File: src/rtl/asterix_pkg.sv
// Shared constants and types for the scanline-to-UART packet path.
package asterix_pkg;

    localparam int         SL_BITS   = 160;
    localparam int         NUM_LINES = 68;
    localparam logic [7:0] SYNC_BYTE = 8'hA5;

    // Data bytes carried by one packet.
    localparam int         SL_BYTES  = SL_BITS / 8;

    // Packet sequencer states, in byte order on the wire.
    typedef enum logic [2:0] {
        S_IDLE,
        S_SYNC,
        S_LINE,
        S_DATA,
        S_CSUM
    } seq_state_e;

endpackage

File: src/rtl/scanline_packet_sequencer.sv
// Pops one scanline from a show-ahead FIFO and streams it to the UART as
// SYNC, line index, SL_BITS/8 data bytes (MSB first) and an XOR checksum
// over the line and data bytes. Also tracks line and frame position.
module scanline_packet_sequencer #(
    parameter int         SL_BITS   = asterix_pkg::SL_BITS,
    parameter int         NUM_LINES = asterix_pkg::NUM_LINES,
    parameter logic [7:0] SYNC_BYTE = asterix_pkg::SYNC_BYTE
) (
    input  logic               clk,
    input  logic               reset,
    input  logic               enable,
    input  logic               fifo_empty,
    input  logic [SL_BITS-1:0] fifo_q,
    output logic               fifo_ack,
    output logic [7:0]         tx_data,
    output logic               tx_valid,
    input  logic               tx_ready,
    output logic [7:0]         line_idx,
    output logic [7:0]         frame_cnt,
    output logic               pkt_done
);
    import asterix_pkg::*;

    localparam int               N_BYTES   = SL_BITS / 8;
    localparam int               CNT_W     = (N_BYTES > 1) ? $clog2(N_BYTES) : 1;
    localparam logic [CNT_W-1:0] LAST_BYTE = CNT_W'(N_BYTES - 1);
    localparam logic [7:0]       LAST_LINE = 8'(NUM_LINES - 1);

    seq_state_e         state_q;
    logic [SL_BITS-1:0] shreg_q;
    logic [CNT_W-1:0]   cnt_q;
    logic [7:0]         csum_q;
    logic [7:0]         tx_data_q;
    logic               tx_valid_q;
    logic [7:0]         line_idx_q;
    logic [7:0]         frame_cnt_q;
    logic               pkt_done_q;
    logic               armed_q;
    logic               start;
    logic               accept;

    // Pop only from IDLE, never during or right out of reset, and never in the
    // pkt_done cycle, which guarantees one idle cycle between packets.
    // NOTE: plain continuous assigns are fully specified, so no latch can appear.
    assign start  = armed_q && (state_q == S_IDLE) && !pkt_done_q && enable && !fifo_empty;
    assign accept = tx_valid_q && tx_ready;

    // fifo_ack is the FIFO rdreq: high in the same cycle the head is latched.
    assign fifo_ack  = start;
    assign tx_data   = tx_data_q;
    assign tx_valid  = tx_valid_q;
    assign line_idx  = line_idx_q;
    assign frame_cnt = frame_cnt_q;
    assign pkt_done  = pkt_done_q;

    // Packet FSM: each byte is loaded onto the registered tx outputs, held
    // until accepted, then the next byte is loaded one cycle later.
    always_ff @(posedge clk or negedge reset) begin
        if (!reset) begin
            state_q     <= S_IDLE;
            // NOTE: the shift register is ordinary flops, not RAM, so it is cleared with the rest.
            shreg_q     <= '0;
            cnt_q       <= '0;
            csum_q      <= 8'h00;
            tx_data_q   <= 8'h00;
            tx_valid_q  <= 1'b0;
            line_idx_q  <= 8'h00;
            frame_cnt_q <= 8'h00;
            pkt_done_q  <= 1'b0;
            armed_q     <= 1'b0;
        end else begin
            // NOTE: non-blocking assignments so every branch sees start-of-cycle values.
            armed_q    <= 1'b1;
            pkt_done_q <= 1'b0;
            case (state_q)
                S_IDLE: begin
                    if (start) begin
                        shreg_q    <= fifo_q;
                        tx_data_q  <= SYNC_BYTE;
                        tx_valid_q <= 1'b1;
                        state_q    <= S_SYNC;
                    end
                end
                S_SYNC: begin
                    if (accept) begin
                        tx_valid_q <= 1'b0;
                        state_q    <= S_LINE;
                    end
                end
                S_LINE: begin
                    if (!tx_valid_q) begin
                        tx_data_q  <= line_idx_q;
                        csum_q     <= line_idx_q;
                        tx_valid_q <= 1'b1;
                    end else if (accept) begin
                        tx_valid_q <= 1'b0;
                        cnt_q      <= '0;
                        state_q    <= S_DATA;
                    end
                end
                S_DATA: begin
                    if (!tx_valid_q) begin
                        tx_data_q  <= shreg_q[SL_BITS-1 -: 8];
                        tx_valid_q <= 1'b1;
                    end else if (accept) begin
                        tx_valid_q <= 1'b0;
                        csum_q     <= csum_q ^ tx_data_q;
                        shreg_q    <= shreg_q << 8;
                        cnt_q      <= cnt_q + 1'b1;
                        if (cnt_q == LAST_BYTE) begin
                            state_q <= S_CSUM;
                        end
                    end
                end
                S_CSUM: begin
                    if (!tx_valid_q) begin
                        tx_data_q  <= csum_q;
                        tx_valid_q <= 1'b1;
                    end else if (accept) begin
                        tx_valid_q <= 1'b0;
                        pkt_done_q <= 1'b1;
                        if (line_idx_q == LAST_LINE) begin
                            line_idx_q  <= 8'h00;
                            frame_cnt_q <= frame_cnt_q + 8'h01;
                        end else begin
                            line_idx_q  <= line_idx_q + 8'h01;
                        end
                        state_q    <= S_IDLE;
                    end
                end
                default: begin
                    tx_valid_q <= 1'b0;
                    state_q    <= S_IDLE;
                end
            endcase
        end
    end

endmodule

File: config.mk
export PLATFORM = sky130hd
export DESIGN_NAME = scanline_packet_sequencer
export DESIGN_NICKNAME = d
export VERILOG_FILES = /design/src/rtl/asterix_pkg.sv /design/src/rtl/scanline_packet_sequencer.sv
export SDC_FILE = /design/constraint.sdc
export NUM_CORES = 1
export LEC_CHECK = 0
export BUFFER_PORTS_ARGS = -buffer_cell sky130_fd_sc_hd__buf_4
export CORE_MARGIN = 5
export CORE_UTILIZATION = 51
export DETAILED_ROUTE_END_ITERATION = 16
export PLACE_DENSITY = 0.82
export SYNTH_ARGS = -nofsm -noshare
export SYNTH_HDL_FRONTEND = slang
export SYNTH_SLANG_ARGS = --single-unit
File: constraint.sdc
create_clock -name clk -period 1.8 [get_ports clk]
set_input_delay 0.09 -clock clk [delete_from_list [all_inputs] [get_ports clk]]
set_output_delay 0.09 -clock clk [all_outputs]
set_load 0.1 [all_outputs]
# Yosys cells after proc, flatten, opt, wreduce, memory -nomap -nowiden
# Index checks and enable logic that the tools add are counted.
[op_classes]
add_sub_neg = 3
n_eq_ne = 18
n_mux = 36
bitwise = 1
reduce_logical = 20
[op_table]
columns = ["cell", "count"]
rows = [
  ["$mux W160", 3],
  ["$pmux W160 S2", 1],
  ["$mux W8", 7],
  ["$pmux W8 S4", 1],
  ["$mux W3", 9],
  ["$ne A2 B2 Y1 const B", 12],
  ["$mux W5", 4],
  ["$add A8 B1 Y8 const B", 2],
  ["$pmux W8 S2", 1],
  ["$pmux W3 S5", 1],
  ["$reduce_and A4 Y1", 3],
  ["$pmux W5 S2", 1],
  ["$reduce_and A5 Y1", 2],
  ["$reduce_and A9 Y1", 1],
  ["$eq A8 B7 Y1 const B", 1],
  ["$xor A8 B8 Y8", 1],
  ["$mux W1", 7],
  ["$eq A3 B2 Y1 const B", 2],
  ["$add A5 B1 Y5 const B", 1],
  ["$eq A5 B5 Y1 const B", 1],
  ["$logic_and A1 B1 Y1", 5],
  ["$reduce_bool A2 Y1", 2],
  ["$reduce_bool A4 Y1", 1],
  ["$eq A3 B1 Y1 const B", 1],
  ["7 further kinds", 8],
]
[word_totals]
regBits = 203
word_cells = 88

# Longest topological paths before layout
[depth]
word_depth = 7
mapped_depth = 8

# Worst setup path before layout
# Ideal clock, no wire load.
[synth_path]
path_type = "register to output"
startpoint = "reg pkt_done_q (netlist: pkt_done)"
endpoint = "out fifo_ack"
t_arrival_ns = 2.548
required_ns = 1.710
setup_slack_ns = -0.838
path_stages_with_launch = 4
n_path_buf = 0
cell_sequence = "dfrtp_1 > and4bb_2 > nand2_1 > nor2_1"
[synth_via]
elab_chain_len = 4
[synth_rtl]
columns = ["element", "line_no", "rtl"]
rows = [
  ["from (decl)", "scanline_packet_sequencer.sv:37", "logic pkt_done_q;"],
  ["from (signal assigned)", "scanline_packet_sequencer.sv:69", "pkt_done_q <= 1'b0;"],
  ["from (signal assigned)", "scanline_packet_sequencer.sv:74", "pkt_done_q <= 1'b0;"],
  ["from (signal assigned)", "scanline_packet_sequencer.sv:121", "pkt_done_q <= 1'b1;"],
  ["$logic_not A1 Y1", "scanline_packet_sequencer.sv:45", "assign start = armed_q && (state_q == S_IDLE) && !pkt_done_q && enable && !fifo_empty;"],
  ["$logic_and A1 B1 Y1 (3 in series)", "scanline_packet_sequencer.sv:45", ""],
  ["to (decl)", "scanline_packet_sequencer.sv:14", "output logic fifo_ack,"],
]
# Every way passes these cells.

# Worst setup path in the final report
[layout_path]
startpoint = "reg pkt_done_q (netlist: pkt_done)"
endpoint = "reg shreg_q[157]"
[layout_via]
elab_chain_len = 6
[layout_rtl]
columns = ["element", "line_no", "rtl"]
rows = [
  ["$logic_not A1 Y1", "scanline_packet_sequencer.sv:45", ""],
  ["$logic_and A1 B1 Y1 (3 in series)", "scanline_packet_sequencer.sv:45", ""],
  ["$ne A2 B2 Y1 (no line)", "--", ""],
  ["$reduce_and A4 Y1 (no line)", "--", ""],
  ["to (signal assigned)", "scanline_packet_sequencer.sv:78", "shreg_q <= fifo_q;"],
  ["to (signal assigned)", "scanline_packet_sequencer.sv:108", "shreg_q <= shreg_q << 8;"],
  ["to (decl)", "scanline_packet_sequencer.sv:30", "logic [SL_BITS-1:0] shreg_q;"],
]
# Every way passes these cells.
# A chain may end at the register's enable or synchronous reset.

==> metrics <==
gpl congestion=0.856; Final setup viols=161; VDD IR max=0.000756 V; Initial DRT Pass Iterations=5; Final Routed Wirelength=35200 microns; Total Power=20100 uW; H-Tree Depth=1; achievable frequency=a little over 500 MHz; # rows=52; WL/cell=20.2 microns; CTS buffer count=22; post-layout min period=1.97 ns; syn_area_per_cell=9.82 sq um; first-pass GRT wire length=50900 microns; CP Data Required Time=2.19 ns; Util after Layout=75.4%; Longest Clk Path Bufs=3; skew final=~0.017 ns; filler cell count=1215; share of the synthesized area in the top cell type=a little under half; Inst Count DP=1516; Final Hold Fails=0; ys async rst share=100%; Synth Area in XOR/XNOR=0.910%; critical path endpoint category=flop; worst min-delay path category=in2async; failing checks=negative setup slack; Synth Warn #=0; fin cells=1744; Synth Net Count=1246; Gate Count Post-Synth=1078; CTS Root Cell=clkbuf_16; # IOs=192; post-route worst setup slack=-0.169 ns; RSZ-0062 raised after global routing=yes; largest net degree at the start of global routing=between 100 and 150; core region area=20400 sq um; top-count cell post-synth=nand2_1; ratio of cells with drive above 1 in the final layout=32.7%; clock sink count=203; FF+latch count, synth=between 200 and 250; Detailed Place HPWL=18500 microns; vias in the first global route=between 9000 and 10000; CP max FO=6; R2R setup slack=-0.17 ns; synth top area cells=dfrtp_1, nand2_1, mux2_4; worst r2r path cells=7; Simple-Gate Fraction of Synth Area=20.9%; initial antenna violation count=6; reg2reg start=pkt_done$_DFF_PN0_; Synth cell types=53; initial core utilization=52.0%; Die Span X=between 150 and 200 microns; Congestion Overflow GR=0; Area growth, synth to finish=45.0%; PD cells=1310 nW/um^2; P_leak=between 0.007 and 0.008 uW; Tcrit/Tclk final=109%; PortBufs=191; CP endpoint=shreg_q[157]$_DFFE_PN0P_; Worst Setup SP=pkt_done$_DFF_PN0_; Clock Latency Late Sink=roughly 0.51 ns; Top FF cell, synth=dfrtp_1; DRC=0; largest area contributor in the netlist=dfrtp_1; sequential-to-total area share from yosys stat=48.0%; via/cell ratio=5.53; DIE AREA=23700 sq um; capture point of the worst reg-to-reg path=shreg_q[157]$_DFFE_PN0P_; largest family of logic cells by synthesized area=multiplexers; Mapped Area=10600 sq um; number of flops mapped to enable cells by yosys=0; top cells by count, synth=nand2_1, dfrtp_1, mux2_4, mux2_2, nor2_1; DR vias=about 9600; status=finished, violations left; CTS tree=yes; clock-pin slew on the worst setup and hold paths=0.06 ns; post-synthesis mux area share=21.4%; critical path type=reg2reg; fin nets=1620; Max-Cap Viols=0; chip height=154 microns; crit path DAT=2.36 ns; Pins Over Slew Limit=0; Adder-Cell Fraction of Synth Area=less than 1%; startpoint types=flop; gr usage total=26.4%; post-route ant nets=0; Initial DRC Count=894; Synth Area in Compound Gates=between 3 and 4%
## power breakdown
| group | internal (uW) | leakage [uW] | switching, uW |
|---|---|---|---|
| clock network | 2650 | 0.000354 | 1900 |
| registers | 6200 | 0.00260 | 1250 |
| logic | 4360 | 0.00484 | 3770 |
## critical path: stages, from the launching register on
cell       delay, ns
dfrtp_4         0.47
and4bb_2        0.32
nand2_2         0.08
a21oi_4         0.19
buf_12          0.15
clkbuf_16       0.17
clkbuf_16       0.16
mux2_4          0.31
## per-layer routing
| metal | track usage, % | routed length, microns | up-vias |
|---|---|---|---|
| li1 | - | - | 4275 |
| met1 | 32.9 | 13500 | 4693 |
| met2 | 43.7 | 17200 | 505 |
| met4 | 15.6 | 2220 | 0 |
| met5 | 0 | 0 | - |
| met3 | 3.96 | 2270 | 176 |
## how the worst min path moves through the flow
stage / to / slack (ns)
4_1_cts: frame_cnt[0]$_DFFE_PN0P_ / 0.02
3_5_place_dp: line_idx[2]$_DFFE_PN0P_ / -0.02
6_report: frame_cnt[0]$_DFFE_PN0P_ / 0.01
5_1_grt: shreg_q[152]$_DFFE_PN0P_ / 0.04
3_3_place_gp: line_idx[4]$_DFFE_PN0P_ / -0.02
2_1_floorplan: armed_q$_DFF_PN0_ / -0.21
## through the flow
stage / cell area (sq um) / setup WS [ns] / hold slack (ns) / setup TNS [ns]
floorplan: 10700 / -0.272 / -0.206 / -35.93
global placement: 12500 / -0.0939 / -0.0160 / -8.82
detailed placement: 12500 / -0.105 / -0.0164 / -9.65
CTS: 14900 / -0.129 / 0.0182 / -13.15
global route: 15300 / -0.210 / 0.0391 / -24.58
finish: 15300 / -0.169 / 0.0117 / -17.16
## kinds of logic after synthesis
| family | after synthesis |
|---|---|
| mux | 178 |
| flops | 203 |
| buf+inv | 75 |
| simple gates | 549 |
| xor+xnor | 11 |
| fa+ha+maj | 3 |
| compound gates | 58 |
| other cells | 1 |
## cells in the final DEF, fill, tap and decap left out, drive strengths merged, types with 6 or more instances in the layout
| cell type | Yosys | routed |
|---|---|---|
| a21oi | 13 | 13 |
| buf | 46 | 242 |
| clkbuf | 19 | 46 |
| dfrtp | 203 | 203 |
| diode | 0 | 6 |
| dlygate4sd3 | 0 | 161 |
| inv | 10 | 10 |
| mux2 | 161 | 161 |
| mux2i | 17 | 17 |
| nand2 | 470 | 470 |
| nand3 | 14 | 14 |
| nor2 | 29 | 29 |
| nor3 | 10 | 10 |
| o21ai | 27 | 27 |
| xor2 | 7 | 7 |
## layout make-up
| cell class | count | area [sq um] | share of cell area, % |
|---|---|---|---|
| Antenna cell | 6 | 15.0 | 0.0978 |
| Clock inverter | 6 | 55.1 | 0.359 |
| Timing Repair Buffer | 415 | 4030 | 26.2 |
| Inverter | 10 | 37.5 | 0.245 |
| Tap cell | 270 | 338 | 2.20 |
| Sequential cell | 203 | 5110 | 33.3 |
| Clock buffer | 34 | 657 | 4.28 |
| Multi-Input combinational cell | 800 | 5100 | 33.3 |
## flip-flops by register name, summed over array words and instances, names as in the netlist
name and flops:
tx_valid 1, frame_cnt 8, state_q 3, tx_data 8
pkt_done 1, csum_q 8, cnt_q 5, armed_q 1
shreg_q 160, line_idx 8
## timing repair
action                     CTS  global route
pin swaps                    0             2
resized for setup            9            28
hold buffers               161             0
setup buffers                0             5
gates cloned                 0            16
setup endpoints to repair  155           162
hold endpoints to repair   363             0
Power figures use the tool's default switching activity.
